==> config.mk <==
export PLATFORM = sky130hd
export DESIGN_NAME = risc16_mem_loader
export DESIGN_NICKNAME = d
export VERILOG_FILES = /design/src/rtl/risc16_mem_loader.sv
export SDC_FILE = /design/constraint.sdc
export NUM_CORES = 1
export LEC_CHECK = 0
export ABC_AREA = 1
export CAP_MARGIN = 5
export CORE_MARGIN = 3
export CORE_UTILIZATION = 52
export DETAILED_ROUTE_END_ITERATION = 6
export GPL_ROUTABILITY_DRIVEN = 0
export PLACE_DENSITY = 0.87
export SYNTH_ARGS = -nofsm -noshare
export SYNTH_HDL_FRONTEND = slang
export SYNTH_SLANG_ARGS = --single-unit
export TNS_END_PERCENT = 50
==> constraint.sdc <==
create_clock -name clk -period 4.56 [get_ports clk]
set_clock_uncertainty 0.1 [all_clocks]
set_input_delay 0.912 -clock clk [delete_from_list [all_inputs] [get_ports clk]]
set_output_delay 0.912 -clock clk [all_outputs]
set_load 0.01 [all_outputs]
==> src/rtl/risc16_mem_loader.sv <==
// rtl/risc16_mem_loader.sv - streams an image into RiSC16 memory while stalling the core
module risc16_mem_loader #(
  parameter int WORD_LENGTH = 16
) (
  input  logic                   clk,
  input  logic                   rst,
  input  logic                   load_start,
  input  logic [WORD_LENGTH-1:0] load_base,
  input  logic [WORD_LENGTH-1:0] load_count,
  input  logic [WORD_LENGTH-1:0] in_data,
  input  logic                   in_valid,
  output logic                   in_ready,
  input  logic [WORD_LENGTH-1:0] cpu_address,
  input  logic [WORD_LENGTH-1:0] cpu_dataIn,
  input  logic                   cpu_writeEn,
  output logic [WORD_LENGTH-1:0] mem_address,
  output logic [WORD_LENGTH-1:0] mem_dataIn,
  output logic                   mem_writeEn,
  output logic                   cpu_hold,
  output logic                   load_busy,
  output logic                   load_done,
  output logic [WORD_LENGTH-1:0] words_loaded
);

  typedef enum logic [1:0] {IDLE, LOAD, DONE} state_t;

  state_t                 state;
  logic [WORD_LENGTH-1:0] ptr;
  logic [WORD_LENGTH-1:0] remaining;
  logic [WORD_LENGTH-1:0] wr_addr;
  logic [WORD_LENGTH-1:0] wr_data;
  logic                   wr_en;

  always_ff @(posedge clk) begin
    if (rst) begin
      state        <= IDLE;
      ptr          <= '0;
      remaining    <= '0;
      words_loaded <= '0;
      wr_addr      <= '0;
      wr_data      <= '0;
      wr_en        <= 1'b0;
    end else begin
      case (state)
        IDLE: begin
          wr_en <= 1'b0;
          if (load_start) begin
            ptr          <= load_base;
            remaining    <= load_count;
            words_loaded <= '0;
            state        <= (load_count != '0) ? LOAD : DONE;
          end
        end
        LOAD: begin
          // Each accepted beat becomes a registered write presented in the next cycle.
          if (in_valid) begin
            wr_addr      <= ptr;
            wr_data      <= in_data;
            wr_en        <= 1'b1;
            ptr          <= ptr + WORD_LENGTH'(1);
            remaining    <= remaining - WORD_LENGTH'(1);
            words_loaded <= words_loaded + WORD_LENGTH'(1);
            if (remaining == WORD_LENGTH'(1)) state <= DONE;
          end else begin
            wr_en <= 1'b0;
          end
        end
        DONE: begin
          wr_en <= 1'b0;
          state <= IDLE;
        end
        default: begin
          wr_en <= 1'b0;
          state <= IDLE;
        end
      endcase
    end
  end

  assign in_ready  = (state == LOAD);
  assign load_busy = (state == LOAD);
  assign load_done = (state == DONE);
  assign cpu_hold  = (state != IDLE);

  // Memory port is owned by the loader whenever the core is held.
  assign mem_address = cpu_hold ? wr_addr : cpu_address;
  assign mem_dataIn  = cpu_hold ? wr_data : cpu_dataIn;
  assign mem_writeEn = cpu_hold ? wr_en   : cpu_writeEn;

endmodule

# After elaboration in Yosys (flattened, before gate mapping)
# Index checks and enable logic that the tools add are counted.
[word_totals]
reg_bits = 83
ram_bits = 0
romBits = 0
output_inout_bits = 53
wordCells = 43
mem_count = 0
latch_bits = 0
[classes]
n_reduce_logical = 8
n_bitwise = 1
eq_ne = 6
multipliers = 0
add_sub_neg = 3
div = 0
magnitude_cmp = 0
n_shift = 0
muxes = 18
[ops]
columns = ["cell", "count"]
rows = [
  ["two-way mux 16 bit", 8],
  ["case mux 16 bit (2 select lines)", 3],
  ["adder 16 x 1 -> 16 bit (second input constant)", 2],
  ["equality test 16 x 1 -> 1 bit (second input constant)", 1],
  ["nonzero test 16 bit", 1],
  ["subtractor 16 x 1 -> 16 bit (second input constant)", 1],
  ["two-way mux 2 bit", 4],
  ["AND reduction 3 bit", 2],
  ["inequality test 2 bit (second input constant)", 2],
  ["case mux 2 bit (2 select lines)", 1],
  ["nonzero test 2 bit", 2],
  ["equality test 2 x 1 -> 1 bit (second input constant)", 1],
  ["equality test 2 bit (second input constant)", 1],
  ["zero test 2 bit", 1],
  ["two-way mux 1 bit", 2],
  ["inequality test 2 x 1 -> 1 bit (second input constant)", 1],
  ["AND reduction 2 bit", 1],
  ["OR reduction 2 bit", 1],
  ["NOT 1 bit", 1],
]

# Depth between registers and ports, before layout
[logic_depth]
depth_word = 4
mapped_depth = 10

# Least setup slack after synthesis
# Ideal clock, no wire load.
[synth_timing]
kind = "register -> output"
startpoint = "register state[1]"
endpoint = "output mem_address[11]"
path_stages_with_launch = 5
t_arrival_ps = 1182
path_buffers = 2
required_time_ps = 3548
setup_slack_ps = 2366
cell_sequence = "dfxtp_1 nor2_1 clkbuf_1 clkbuf_1 o21ai_0"
[synth_via]
elab_chain_len = 2
[synth_lines]
columns = ["element", "line", "text"]
rows = [
  ["from (decl)", "27", "state_t state;"],
  ["from (signal assigned)", "51", "state <= (load_count != '0) ? LOAD : DONE;"],
  ["nonzero test 2 bit", "83", "assign cpu_hold = (state != IDLE);"],
  ["two-way mux 16 bit", "86", "assign mem_address = cpu_hold ? wr_addr : cpu_address;"],
  ["to (decl)", "16", "output logic [WORD_LENGTH-1:0] mem_address,"],
]
# No other way between the ends.

# Final worst setup path
[layout_timing]
startpoint = "register state[1]"
endpoint = "output mem_address[15]"
# Same word-level chain as after synthesis.

==> reports/metrics.cfg <==
[setup_path]
cp_num_buf_inv = 1
slowest_delay_ns = 0.91
crit_required_ns = 3.55
worstPathArrival_ns = 2.52
cp_top_family = simple AND/OR/NAND/NOR gates
crit_path_start_kind = flop
critPathSlowestCell = nor2_4
path_cells = nor2_4 > nand2_1 > o21ai_0 > clkdlybuf4s50_1
critical_path.max_fanout = 67
rrSetupSlack_ns = 1.48
critPathKind = reg -> out
crit_path_end_kind = output pin

[logic_synthesis]
ys_seq_area_frac = 0.356
synth-edff-count = 0
synth_top_area_frac = 0.356
synth_top_family_by_area = simple AND/OR/NAND/NOR gates
synth_xor_area_frac = 0.0150
synth_compound_area_frac = 0.221
avgSynthCellArea_sq_um = 6.27
syn_area_sq_um = 4670
yosys-top-cells-count = nand2_1 (168), o21ai_0 (109), inv_1 (95), dfxtp_1 (83), nor2_1 (73)
yosys.area.top_type = dfxtp_1
synth.most_common_cell = nand2_1
yosys_warnings = 0
synthTopCellsByArea = dfxtp_1 (36%), nand2_1 (13%), o21ai_0 (12%), inv_1 (7.6%), a21oi_1 (7.6%)
yosys.area_share.simple = 0.283
synth-seq-cells = 83
ys.flop_type = dfxtp_1
synth_cell_type_count = 33
synth-adder-area-share = 0.0107
synth_mux_area_frac = 0
synth_fp_nets = 834
async_flop_share = 0
postSynthCellCount = 745

[worst_hold_path]
min_path_type = reg -> reg

[route]
wl_per_cell_um = 13.5
drt_iter0_drc = 203
drt-pass1-iter-count = 5
detail-route-antenna-nets = 0
viasPerCell = 5.39
vias = 5219
drc = 0
drt_wl_total_um = 13100

[sta]
worstMarginPinSlew_ns = 1.16
max_freq_ghz = 0.283
slew_headroom = 0.227
fin_crit_ns = 3.53
fin_setup_tns_ns = 0
rsz0062_at_grt = no
finalHoldViolCount = 0
fin_crit_sh = 0.775
slew_violations = 0
setup_viol = 0
setup_ws_ns = 1.03

[place]
dp.cells = 953
hpwlAfterDp_um = 9380
portBuffers = 137
dpl_worst_slack_ns = 1.36

[pwr]
power_density_nw_per_um2 = 310
finalPower_uw = 1940
power_leakage_uw = 0.00251
irDropWorstVdd_mv = 0.167

[finish]
nFillCells = 704
antennaDiodeCount = 0
fin_nets = 948
final_cells = 969
area_growth_pct = 33.7
drive_gt1_frac = 0.0347
post-route-util = 0.738

[run]
drv_cap = 0

[floorplanning]
die_y_um = 101
fp.dieArea_sq_um = 10200
core_area_sq_um = 8460
ios = 138
initial_core_util = 0.552
num_rows = 33
die_w_um = 101

[global_routing]
grt_max_degree = 68
grt_overflow_total = 0
grt_pass1_vias = 4718
antenna_found_initial = 0
grt_pass1_wl_um = 21200
grt.total_usage = 0.254

[cts]
cts_tree = built
cts-resized-gates = 0
clk_pin_slew_ns = 0.07
clkLatencyLatePin_ns = 0.36
cts_sinks = 83
htreeDepth = 3
clockBufferDepth = 2
cts_buffers = 9
post_cts.repair.setup_buffers = 0
postCtsHoldBufs = 0
clockRootBuffer = clkbuf_8

[status]
status = finished clean

==> layer usage <==
metal | GRT usage | part of all wire | vias up | wire (um)
li1 | - | - | 2650 | -
met1 | 0.324 | 0.44 | 2340 | 5700
met2 | 0.430 | 0.47 | 213 | 6120
met3 | 0.0519 | 0.083 | 16 | 1090
met4 | 0.0808 | 0.012 | 0 | 159
met5 | 0 | 0 | - | 0
==> cell type report <==
cell class | count | area, sq um | area share
clock inverter | 4 | 48.8 | 0.00781
timing repair buffer | 142 | 1410 | 0.225
sequential | 83 | 1660 | 0.266
tap | 105 | 131 | 0.0210
clock buffer | 12 | 155 | 0.0248
multi-input combinational | 527 | 2480 | 0.397
inverter | 96 | 360 | 0.0577
==> path summary, 6_finish.rpt <==
path	from	end	cells past startpoint
worst max-delay path	state[1]$_SDFFE_PP0P_	mem_address[15]	4
worst min-delay path	wr_data[1]$_SDFFE_PP0P_	wr_data[1]$_SDFFE_PP0P_	2
worst max register to register	state[1]$_SDFFE_PP0P_	remaining[9]$_SDFFE_PP0P_	7
worst min register to register	wr_data[1]$_SDFFE_PP0P_	wr_data[1]$_SDFFE_PP0P_	2
==> sequential cells by signal (all words and copies together), names as in the netlist <==
signal,cells
ptr,16
remaining,16
words_loaded,16
wr_addr,16
wr_data,16
state,2
wr_en,1
==> kinds of logic after synthesis <==
kind of cell	count (synthesis)
flip-flops	83
XOR/XNOR	8
adder cells (fa/ha/maj)	4
AND/OR/NAND/NOR	316
buffers and inverters	135
AO/OA/AOI/OAI	199
==> where the power goes <==
part	leakage, uW	switching, uW	internal (uW)
registers	0.000680	52.6	786
logic	0.00172	310	249
clock network	0.000106	258	282
total	0.00251	621	1320
==> per-stage QoR <==
stage	cell area, sq um	hold WS (ns)
2_1_floorplan	4670	0.325
3_3_place_gp	6040	0.335
3_5_place_dp	6040	0.341
4_1_cts	6250	0.351
5_1_grt	6250	0.365
6_report	6250	0.348
==> tightest hold or removal path: stages, from the launching register on <==
cell and delay (ns):
dfxtp_1 0.30, inv_1 0.05, a21oi_1 0.05
==> placed cells by master (no fill, tap or decap) <==
master           count
a211o_1              1
xor2_1               5
o21ai_1              2
buf_4                5
dfxtp_1             83
clkbuf_8            11
nor2_1              72
bufinv_16            1
a31oi_1              4
inv_2                1
clkinv_2             2
nor4_1               1
a41oi_1              1
a21oi_1             71
clkdlybuf4s50_1    137
and2_1               1
o22ai_1              3
o21ai_0            109
xnor2_1              3
nand2_2              2
clkbuf_1             1
a21o_1               1
o21bai_1             3
nand4_1             15
ha_1                 4
inv_1               95
nand3b_1             1
nor2_4               2
nand3_1             39
a211oi_1             3
or2_2                4
clkinv_4             1
o211ai_1             1
nand3_2              1
nor3_1              10
nand2_1            168
Power figures use the tool's default switching activity.
